## config.mk

```make
export PLATFORM = sky130hd
export DESIGN_NAME = isa_io_cycle_engine_flat
export DESIGN_NICKNAME = d
export VERILOG_FILES = /design/src/rtl/isa_io_cycle_engine_if.sv /design/src/rtl/isa_io_cycle_engine.sv /design/src/flat_wrapper.sv
export SDC_FILE = /design/constraint.sdc
export NUM_CORES = 1
export LEC_CHECK = 0
export ABC_AREA = 1
export BUFFER_PORTS_ARGS = -buffer_cell sky130_fd_sc_hd__buf_2
export CAP_MARGIN = 20
export CORE_UTILIZATION = 41
export CTS_CLUSTER_DIAMETER = 80
export DETAILED_ROUTE_END_ITERATION = 8
export GPL_TIMING_DRIVEN = 0
export PLACE_DENSITY_LB_ADDON = 0.08
export RECOVER_POWER = 25
export SLEW_MARGIN = 20
export SYNTH_ARGS = -nofsm -noshare
export SYNTH_HDL_FRONTEND = slang
export SYNTH_SLANG_ARGS = --single-unit
```

## constraint.sdc

```tcl
create_clock -name clk -period 1.5 [get_ports clk]
set_input_delay 0.075 -clock clk [delete_from_list [all_inputs] [get_ports clk]]
set_output_delay 0.075 -clock clk [all_outputs]
set_load 0.1 [all_outputs]
```

## src/rtl/isa_io_cycle_engine_if.sv

```systemverilog
// Host request/response and ISA riser signals of the ISA I/O cycle engine.
// The master side is the requester plus the bus model driving isa_data_in/iochrdy.
interface isa_io_cycle_engine_if #(
  parameter int unsigned ADDR_WIDTH = 16,
  parameter int unsigned DATA_WIDTH = 16
) ();
  logic                  req;
  logic                  we;
  logic [ADDR_WIDTH-1:0] addr_in;
  logic [DATA_WIDTH-1:0] wdata;
  logic                  busy;
  logic                  ack;
  logic [DATA_WIDTH-1:0] rdata;
  logic                  timeout_err;
  logic [ADDR_WIDTH-1:0] isa_addr;
  logic [DATA_WIDTH-1:0] isa_data_out;
  logic                  isa_data_oe;
  logic [DATA_WIDTH-1:0] isa_data_in;
  logic                  iow_n;
  logic                  ior_n;
  logic                  iochrdy;

  modport master (
    output req, we, addr_in, wdata, isa_data_in, iochrdy,
    input  busy, ack, rdata, timeout_err, isa_addr, isa_data_out, isa_data_oe, iow_n, ior_n
  );

  modport slave (
    input  req, we, addr_in, wdata, isa_data_in, iochrdy,
    output busy, ack, rdata, timeout_err, isa_addr, isa_data_out, isa_data_oe, iow_n, ior_n
  );
endinterface

```

## src/rtl/isa_io_cycle_engine.sv

```systemverilog
// Single-transaction ISA I/O cycle generator: setup, IOR#/IOW# strobe with IOCHRDY
// wait-state stretching and timeout, hold, then a one-cycle ack. All outputs registered.
module isa_io_cycle_engine #(
  parameter int unsigned ADDR_WIDTH     = 16,
  parameter int unsigned DATA_WIDTH     = 16,
  parameter int unsigned SETUP_CYCLES   = 2,
  parameter int unsigned STROBE_CYCLES  = 8,
  parameter int unsigned HOLD_CYCLES    = 2,
  parameter int unsigned TIMEOUT_CYCLES = 256
) (
  input logic                 clk,
  input logic                 reset,
  isa_io_cycle_engine_if.slave bus
);

  // One counter serves every phase; in STROBE it spans minimum width plus extension.
  localparam int unsigned StrobeLast  = STROBE_CYCLES - 1;
  localparam int unsigned TimeoutLast = STROBE_CYCLES - 1 + TIMEOUT_CYCLES;
  localparam int unsigned HoldLast    = (HOLD_CYCLES > 0) ? HOLD_CYCLES - 1 : 0;
  localparam int unsigned MaxSh       = (SETUP_CYCLES > HOLD_CYCLES) ? SETUP_CYCLES : HOLD_CYCLES;
  localparam int unsigned CntMax      = (MaxSh > TimeoutLast) ? MaxSh : TimeoutLast;
  localparam int unsigned CntW        = $clog2(CntMax + 1) + 1;

  localparam logic [CntW-1:0] SetupLastC   = CntW'(SETUP_CYCLES - 1);
  localparam logic [CntW-1:0] StrobeLastC  = CntW'(StrobeLast);
  localparam logic [CntW-1:0] TimeoutLastC = CntW'(TimeoutLast);
  localparam logic [CntW-1:0] HoldLastC    = CntW'(HoldLast);
  localparam logic [CntW-1:0] CntOne       = CntW'(1);

  typedef enum logic [2:0] {StIdle, StSetup, StStrobe, StHold, StDone} state_e;

  state_e                state_q, state_d;
  logic [CntW-1:0]       cnt_q, cnt_d;
  logic                  we_q, we_d;
  logic [ADDR_WIDTH-1:0] addr_q, addr_d;
  logic [DATA_WIDTH-1:0] dout_q, dout_d;
  logic [DATA_WIDTH-1:0] rdata_q, rdata_d;
  logic                  oe_q, oe_d;
  logic                  iow_n_q, iow_n_d;
  logic                  ior_n_q, ior_n_d;
  logic                  busy_q, busy_d;
  logic                  ack_q, ack_d;
  logic                  terr_q, terr_d;
  logic [1:0]            sync_q;
  logic                  rdy_s;
  logic                  end_strobe;

  assign rdy_s = sync_q[1];

  always_comb begin
    state_d    = state_q;
    cnt_d      = cnt_q;
    we_d       = we_q;
    addr_d     = addr_q;
    dout_d     = dout_q;
    rdata_d    = rdata_q;
    oe_d       = oe_q;
    iow_n_d    = iow_n_q;
    ior_n_d    = ior_n_q;
    busy_d     = busy_q;
    ack_d      = 1'b0;
    terr_d     = terr_q;
    end_strobe = 1'b0;

    unique case (state_q)
      StIdle: begin
        if (bus.req) begin
          state_d = StSetup;
          cnt_d   = '0;
          we_d    = bus.we;
          addr_d  = bus.addr_in;
          busy_d  = 1'b1;
          terr_d  = 1'b0;
          if (bus.we) begin
            dout_d = bus.wdata;
            oe_d   = 1'b1;
          end
        end
      end
      StSetup: begin
        if (cnt_q == SetupLastC) begin
          state_d = StStrobe;
          cnt_d   = '0;
          if (we_q) iow_n_d = 1'b0;
          else      ior_n_d = 1'b0;
        end else begin
          cnt_d = cnt_q + CntOne;
        end
      end
      StStrobe: begin
        // Ready wins over timeout when both land on the same cycle.
        if (cnt_q >= StrobeLastC) begin
          if (rdy_s) begin
            end_strobe = 1'b1;
          end else if (cnt_q >= TimeoutLastC) begin
            end_strobe = 1'b1;
            terr_d     = 1'b1;
          end
        end
        if (end_strobe) begin
          iow_n_d = 1'b1;
          ior_n_d = 1'b1;
          cnt_d   = '0;
          if (!we_q) rdata_d = bus.isa_data_in;
          if (HOLD_CYCLES == 0) begin
            state_d = StDone;
            ack_d   = 1'b1;
            oe_d    = 1'b0;
          end else begin
            state_d = StHold;
          end
        end else begin
          cnt_d = cnt_q + CntOne;
        end
      end
      StHold: begin
        if (cnt_q == HoldLastC) begin
          state_d = StDone;
          cnt_d   = '0;
          ack_d   = 1'b1;
          oe_d    = 1'b0;
        end else begin
          cnt_d = cnt_q + CntOne;
        end
      end
      StDone: begin
        state_d = StIdle;
        busy_d  = 1'b0;
      end
      default: state_d = StIdle;
    endcase
  end

  always_ff @(posedge clk) begin
    if (reset) begin
      state_q <= StIdle;
      cnt_q   <= '0;
      we_q    <= 1'b0;
      addr_q  <= '0;
      dout_q  <= '0;
      rdata_q <= '0;
      oe_q    <= 1'b0;
      iow_n_q <= 1'b1;
      ior_n_q <= 1'b1;
      busy_q  <= 1'b0;
      ack_q   <= 1'b0;
      terr_q  <= 1'b0;
      sync_q  <= 2'b11;
    end else begin
      state_q <= state_d;
      cnt_q   <= cnt_d;
      we_q    <= we_d;
      addr_q  <= addr_d;
      dout_q  <= dout_d;
      rdata_q <= rdata_d;
      oe_q    <= oe_d;
      iow_n_q <= iow_n_d;
      ior_n_q <= ior_n_d;
      busy_q  <= busy_d;
      ack_q   <= ack_d;
      terr_q  <= terr_d;
      sync_q  <= {sync_q[0], bus.iochrdy};
    end
  end

  assign bus.busy         = busy_q;
  assign bus.ack          = ack_q;
  assign bus.rdata        = rdata_q;
  assign bus.timeout_err  = terr_q;
  assign bus.isa_addr     = addr_q;
  assign bus.isa_data_out = dout_q;
  assign bus.isa_data_oe  = oe_q;
  assign bus.iow_n        = iow_n_q;
  assign bus.ior_n        = ior_n_q;

endmodule

```

## src/flat_wrapper.sv

```systemverilog
// flat-port wrapper written by rule: the top's interface ports become plain ports
module isa_io_cycle_engine_flat 
#(
  parameter int unsigned ADDR_WIDTH     = 16,
  parameter int unsigned DATA_WIDTH     = 16,
  parameter int unsigned SETUP_CYCLES   = 2,
  parameter int unsigned STROBE_CYCLES  = 8,
  parameter int unsigned HOLD_CYCLES    = 2,
  parameter int unsigned TIMEOUT_CYCLES = 256
)
  (clk, reset, bus_req, bus_we, bus_addr_in, bus_wdata, bus_isa_data_in, bus_iochrdy, bus_busy, bus_ack, bus_rdata, bus_timeout_err, bus_isa_addr, bus_isa_data_out, bus_isa_data_oe, bus_iow_n, bus_ior_n);
  isa_io_cycle_engine_if #(.ADDR_WIDTH(ADDR_WIDTH), .DATA_WIDTH(DATA_WIDTH)) bus_i ();
  input logic clk;
  input logic reset;
  input wire logic [$bits(bus_i.req)-1:0] bus_req;
  input wire logic [$bits(bus_i.we)-1:0] bus_we;
  input wire logic [$bits(bus_i.addr_in)-1:0] bus_addr_in;
  input wire logic [$bits(bus_i.wdata)-1:0] bus_wdata;
  input wire logic [$bits(bus_i.isa_data_in)-1:0] bus_isa_data_in;
  input wire logic [$bits(bus_i.iochrdy)-1:0] bus_iochrdy;
  output wire logic [$bits(bus_i.busy)-1:0] bus_busy;
  output wire logic [$bits(bus_i.ack)-1:0] bus_ack;
  output wire logic [$bits(bus_i.rdata)-1:0] bus_rdata;
  output wire logic [$bits(bus_i.timeout_err)-1:0] bus_timeout_err;
  output wire logic [$bits(bus_i.isa_addr)-1:0] bus_isa_addr;
  output wire logic [$bits(bus_i.isa_data_out)-1:0] bus_isa_data_out;
  output wire logic [$bits(bus_i.isa_data_oe)-1:0] bus_isa_data_oe;
  output wire logic [$bits(bus_i.iow_n)-1:0] bus_iow_n;
  output wire logic [$bits(bus_i.ior_n)-1:0] bus_ior_n;
  assign bus_i.req = bus_req;
  assign bus_i.we = bus_we;
  assign bus_i.addr_in = bus_addr_in;
  assign bus_i.wdata = bus_wdata;
  assign bus_i.isa_data_in = bus_isa_data_in;
  assign bus_i.iochrdy = bus_iochrdy;
  assign bus_busy = bus_i.busy;
  assign bus_ack = bus_i.ack;
  assign bus_rdata = bus_i.rdata;
  assign bus_timeout_err = bus_i.timeout_err;
  assign bus_isa_addr = bus_i.isa_addr;
  assign bus_isa_data_out = bus_i.isa_data_out;
  assign bus_isa_data_oe = bus_i.isa_data_oe;
  assign bus_iow_n = bus_i.iow_n;
  assign bus_ior_n = bus_i.ior_n;
  isa_io_cycle_engine #(.ADDR_WIDTH(ADDR_WIDTH), .DATA_WIDTH(DATA_WIDTH), .SETUP_CYCLES(SETUP_CYCLES), .STROBE_CYCLES(STROBE_CYCLES), .HOLD_CYCLES(HOLD_CYCLES), .TIMEOUT_CYCLES(TIMEOUT_CYCLES)) u_core (.clk(clk), .reset(reset), .bus(bus_i));
endmodule
```

==> impl_metrics.tcl, run 1 <==
set metrics [dict create \
    status "completed" \
    tightest_slew_ns 0.562 \
    wl_per_cell_um 11.8 \
    dpl_worst_slack_ns -0.0283 \
    netlist_area_sq_mm 0.00309 \
    fin_skew_ns 0.0104 \
    hold_viol 0 \
    final_cells 693 \
    drive_gt1_share_pct 34.2 \
    synth_cells 414 \
    final_cell_area_sq_mm 0.00466 \
    dp.cells 618 \
    timing.hold.ws_ns 0.139 \
    n_fill_cell 648 \
    gp_congestion 0.817 \
    layout_commonest_cell "buf_2" \
    grt_max_degree 13 \
    rsz0062_at_grt "yes" \
    cp_num_buf_inv 1 \
    critPathCaptureType "register" \
    cp.arrival_ns 1.73 \
    grt_pass1_vias 2939 \
    post-route-min-period_ns 1.48 \
    via_per_inst 4.56 \
    ys_warn_count 0 \
    powerDensity_mw_per_mm2 1430 \
    antenna_cells 0 \
    dp_hpwl_mm 5.11 \
    root_buffer "clkbuf_8" \
    p_leak_nw 2.32 \
    ys_types 30 \
    cpPeakStageDelay_ns 0.37 \
    cts_made_buffers 9 \
    antenna_found_initial 0 \
    r2r_cells 9 \
    setup-violations-final 0 \
    crit_path_max_fanout 8 \
    startpoint_type "register" \
    synth_top_cell_area_share_pct 45.3 \
    design.core.area_sq_mm 0.00725 \
    slowest_stage "dfxtp_4" \
    min_period_over_period_pct 98.6 \
    relSlewSlack_pct 62.7 \
    hold-path-endpoint "u_core.bus.isa_data_out[7]" \
    via_count 3160 \
    worstSkewPairLatency_ns 0.34 \
    dieHeight_um 88.8 \
    crit_path_frequent_cell "nand2_2" \
    ant_nets 0 \
    design.die.area_sq_mm 0.00789 \
    path_class "register to register" \
    htreeDepth 3 \
    final_max_slew_viol_count 0 \
    area_delta_synth_final_pct 50.9 \
    wirelength_mm 8.20 \
    cts.sinks 70 \
    peakVddDrop_uv 1390 \
    drc 0 \
    cp.required_ns 1.75 \
    syn_area_per_cell_sq_um 7.46 \
    min_path_cells 3 \
    rr_endpoint "u_core.bus.rdata[2]" \
    min_from "bus_we" \
    finalNetCount 644 \
    clk_path_buf_depth 2 \
    initial_core_util_pct 42.6 \
    path_clk_slew_ns 0.08 \
    ys_seq_area_share_pct 45.3 \
    fin_ws_ns 0.0213 \
    r2r_start "u_core.cnt_q[7]" \
    grt_usage_pct 21.6 \
    drt-pass1-iter-count 4 \
    num_io_pins 107 \
    max_freq_mhz 676 \
    synth-seq-cells 70 \
    grt_pass1_wl_mm 13.0 \
    max-cap-violations 0 \
    r2r_slack_ns 0.02 \
    cts_tree "done" \
    crit_chain "nor2_4 > nand3_2 > nand2_2 > nand3_4 > nand4_4 > clkbuf_16 > nand2_2 > nand2_1 > nor2_1" \
    yosys.area.top_type "dfxtp_1" \
    cp_top_family "simple AND/OR/NAND/NOR gates" \
    drtIter0Drc 75 \
    die-width_um 88.8 \
    dpl_cell_area_sq_mm 0.00374 \
    placement.io_buffers 105 \
    min_path_type "primary input to register" \
    synth.top_cells.by_area "dfxtp_1, nor2_1, nand2_1" \
    syn_nets 469 \
    globalRouteOverflowTotal 0 \
    fp-row-count 31 \
    final_cell_mix "buf_2, nand2_1, nor2_1, dfxtp_1, dlygate4sd3_1" \
]
-- worst reg2reg max path, stage by stage (launching register included) --
cell,delay [ns]
dfxtp_4,0.37
nor2_4,0.14
nand3_2,0.09
nand2_2,0.11
nand3_4,0.11
nand4_4,0.21
clkbuf_16,0.21
nand2_2,0.05
nand2_1,0.07
nor2_1,0.04
-- cell families after synthesis --
| logic type | after synthesis | share of synthesized area, % |
|---|---|---|
| xor gates and xnor gates | 6 | 1.70 |
| and+or+nand+nor | 226 | 34.7 |
| adders and majority gates | 2 | 0.810 |
| AOI/OAI and AO/OA | 44 | 7.21 |
| buffers and inverters | 66 | 10.2 |
| DFF | 70 | 45.3 |
-- where the power goes --
| part | switching (W) | leakage, nW | internal (W) |
|---|---|---|---|
| sequential | 0.000157 | 0.577 | 0.00211 |
| clock | 0.000713 | 0.0893 | 0.000645 |
| combinational | 0.00237 | 1.65 | 0.000688 |
| total | 0.00324 | 2.32 | 0.00345 |
-- registers in the layout (all words and copies together) (netlist names) --
name and flops:
u_core.bus.isa_addr 16, u_core.bus.isa_data_out 16, u_core.bus.rdata 16, u_core.cnt_q 10, u_core.state_q 3, u_core.sync_q 2, u_core.bus.ack 1, u_core.bus.busy 1
u_core.bus.ior_n 1, u_core.bus.iow_n 1, u_core.bus.isa_data_oe 1, u_core.bus.timeout_err 1, u_core.we_q 1
-- per-stage QoR --
| step | util (%) | power [W] | setup TNS [ns] |
|---|---|---|---|
| final | 64.3 | 0.00669 | 0 |
| after global routing | 64.3 | 0.00707 | -0.532 |
| after CTS | 60.8 | 0.00664 | 0 |
| after detailed placement | 51.6 | 0.00515 | -0.324 |
| after global placement | 51.6 | 0.00513 | -0.102 |
| after floorplan | - | 0.00465 | 0 |
-- synth_stat cells (all sizes together) --
cell type,n
nand3,36
dfxtp,70
a21oi,23
nand2,91
clkbuf,9
inv,48
nand4,6
o31ai,1
buf,8
or2,2
nor3,6
nor2,83
o21ai,20
ha,2
xor2,6
nand3b,2
clkinv,1
-- cell type report --
class	count	area, sq um	area share [%]
tap	99	124	2.66
timing repair buffer	165	1130	24.3
multi-input combinational	278	1480	31.7
buffer	16	136	2.92
clock inverter	5	35.0	0.751
inverter	49	190	4.08
sequential	70	1430	30.6
clock buffer	11	141	3.03
-- how the worst max path moves through the flow --
stage	startpoint	endpoint	slack (ns)	cells after the start
after floorplan	u_core.cnt_q[0]	u_core.bus.rdata[0]	0.16	7
after global placement	u_core.cnt_q[0]	u_core.cnt_q[8]	-0.01	10
after detailed placement	u_core.cnt_q[0]	u_core.bus.rdata[0]	-0.03	7
after CTS	u_core.cnt_q[1]	u_core.bus.rdata[0]	0.006	7
after global routing	u_core.cnt_q[0]	u_core.bus.rdata[2]	-0.09	8
final	u_core.cnt_q[7]	u_core.bus.rdata[2]	0.02	9
-- metal layers --
metal	up-vias	track usage [%]	share of wire, %
met4	0	6.60	1.3
met5	-	0	0
met2	74	37.2	49
li1	1645	-	-
met3	12	6.90	5.2
met1	1429	25.6	44
-- timing repair --
item	in CTS	in global routing
pin swaps	0	9
resized for setup	1	47
hold buffers	49	0
cloned	0	3
setup endpoints to repair	26	46
buffers inserted	0	8
endpoints found under the hold margin	49	0
Power figures use the tool's default switching activity.
==> run 2: changes to the inputs <==
--- a/config.mk
+++ b/config.mk
@@ -14,6 +14,7 @@
 export GPL_TIMING_DRIVEN = 0
 export PLACE_DENSITY_LB_ADDON = 0.08
 export RECOVER_POWER = 25
+export REMOVE_ABC_BUFFERS = 1
 export SLEW_MARGIN = 20
 export SYNTH_ARGS = -nofsm -noshare
 export SYNTH_HDL_FRONTEND = slang
==> run 2 against run 1 <==
  * Non-clock buffer count is 6 lower
  * Cell area fell by 0.24%
  * Critical path depth is 1 lower
  * Flip-flop and latch count unchanged
  * Clock-buffer cell count is the same
  * Fmax increased by 1.3%
  * Sequential power about the same
  * Clock skew is 0.0040 ns lower
  * Core utilization shrank 0.16 points
  * Critical path type unchanged
==> impl_metrics.tcl, run 2 (synthesis results as in run 1) <==
set metrics [dict create \
    wl_met3_um 411 \
    drc 0 \
    path_class "register to register" \
    dpl_cell_area_sq_mm 0.00361 \
    max-cap-violations 0 \
    grt_pass1_wl_mm 12.8 \
    worstSkewPairLatency_ns 0.35 \
    min_path_type "primary input to register" \
    final_cell_area_sq_mm 0.00465 \
    hold_viol 0 \
    timing.hold.ws_ns 0.0126 \
    min_period_over_period_pct 97.3 \
    cp_top_family "simple AND/OR/NAND/NOR gates" \
    drtIter0Drc 121 \
    cts_tree "done" \
    path_clk_slew_ns 0.07 \
    relSlewSlack_pct 58.6 \
    design.core.area_sq_mm 0.00725 \
    dp.cells 602 \
    grt_pass1_vias 2839 \
    cts_made_buffers 9 \
    crit_path_frequent_cell "buf_4" \
    hold-path-endpoint "u_core.bus.isa_data_out[8]" \
    startpoint_type "register" \
    slowest_stage "dfxtp_4" \
    die-width_um 88.8 \
    grt_usage_pct 21.2 \
    rr_endpoint "u_core.bus.timeout_err" \
    num_io_pins 107 \
    layout_commonest_cell "buf_2" \
    antenna_found_initial 0 \
    cp.arrival_ns 1.73 \
    ant_nets 0 \
    post-route-min-period_ns 1.46 \
    design.die.area_sq_mm 0.00789 \
    min_path_cells 3 \
    peakVddDrop_uv 1030 \
    final_cells 689 \
    max_freq_mhz 685 \
    p_leak_nw 2.30 \
    via_per_inst 4.58 \
    area_delta_synth_final_pct 50.5 \
    cts.sinks 70 \
    crit_chain "nor2_4 > inv_4 > nor2_8 > buf_6 > buf_4 > buf_4 > nand4_1 > a21oi_1" \
    cp_num_buf_inv 4 \
    crit_path_max_fanout 3 \
    drive_gt1_share_pct 34.1 \
    dieHeight_um 88.8 \
    min_from "bus_wdata[8]" \
    clk_path_buf_depth 2 \
    wl_per_cell_um 12.1 \
    rsz0062_at_grt "yes" \
    htreeDepth 3 \
    gp_congestion 0.819 \
    cpPeakStageDelay_ns 0.36 \
    drt-pass1-iter-count 7 \
    dpl_worst_slack_ns -0.477 \
    r2r_cells 8 \
    fin_skew_ns 0.00635 \
    globalRouteOverflowTotal 0 \
    critPathCaptureType "register" \
    status "completed" \
    r2r_start "u_core.state_q[0]" \
    fp-row-count 31 \
    placement.io_buffers 106 \
    wl_met1_mm 3.58 \
    cp.required_ns 1.77 \
    wirelength_mm 8.31 \
    wl_met2_mm 4.23 \
    finalNetCount 640 \
    tightest_slew_ns 0.620 \
    setup-violations-final 0 \
    fin_ws_ns 0.0409 \
    antenna_cells 0 \
    dp_hpwl_mm 4.66 \
    powerDensity_mw_per_mm2 1490 \
    initial_core_util_pct 42.6 \
    root_buffer "clkbuf_8" \
    top_layer_used "met4" \
    final_cell_mix "buf_2, nor2_1, nand2_1, dfxtp_1, dlygate4sd3_1" \
    grt_max_degree 39 \
    final_max_slew_viol_count 0 \
    via_count 3155 \
    r2r_slack_ns 0.04 \
]
-- run 2: stage by stage --
stage | power (W) | util (%) | setup TNS (ns)
4_1_cts | 0.00669 | 60.5 | 0
3_5_place_dp | 0.00509 | 49.8 | -18.35
5_1_grt | 0.00731 | 64.1 | -0.191
6_report | 0.00695 | 64.1 | 0
2_1_floorplan | 0.00457 | - | -0.224
3_3_place_gp | 0.00507 | 49.8 | -20.46
-- run 2: timing repair --
action | 4_1_cts | 5_1_grt
gates cloned | 2 | 1
resized for setup | 8 | 34
setup buffers | 8 | 12
hold buffers | 48 | 0
endpoints found under the hold margin | 48 | 0
pin swaps | 5 | 15
endpoints found under the setup margin | 54 | 44
-- run 2: cell type report --
class / count / area [sq um]
Timing Repair Buffer: 175 / 1230
Clock buffer: 11 / 141
Inverter: 49 / 191
Fill cell: 639 / 2600
Clock inverter: 5 / 33.8
Tap cell: 99 / 124
Sequential cell: 70 / 1420
Multi-Input combinational cell: 280 / 1500
-- run 2: metal layers --
metal,track usage [%],vias up
li1,-,1643
met1,25.4,1430
met2,35.6,74
met3,7.37,8
met4,6.60,0
met5,0,-
-- run 2: worst max-delay path by stage --
stage | startpoint | to | cells past startpoint
2_1_floorplan | u_core.cnt_q[0] | u_core.bus.rdata[0] | 6
6_report | u_core.state_q[0] | u_core.bus.timeout_err | 8
4_1_cts | u_core.cnt_q[0] | u_core.cnt_q[9] | 8
3_5_place_dp | u_core.state_q[2] | u_core.bus.isa_data_out[10] | 6
5_1_grt | u_core.state_q[0] | u_core.bus.timeout_err | 8
3_3_place_gp | u_core.state_q[2] | u_core.bus.isa_data_out[9] | 6
-- run 2: worst register-to-register path: stages (launching register included) --
cell     delay, ns
dfxtp_4       0.36
nor2_4        0.18
inv_4         0.07
nor2_8        0.14
buf_6         0.12
buf_4         0.14
buf_4         0.12
nand4_1       0.14
a21oi_1       0.14
-- run 2: where the power goes --
group	leakage, nW	total [W]	internal [W]	switching [W]
logic	1.64	0.00331	0.000838	0.00247
clock network	0.0857	0.00136	0.000645	0.000716
registers	0.576	0.00228	0.00212	0.000157
total	2.30	0.00695	0.00360	0.00334
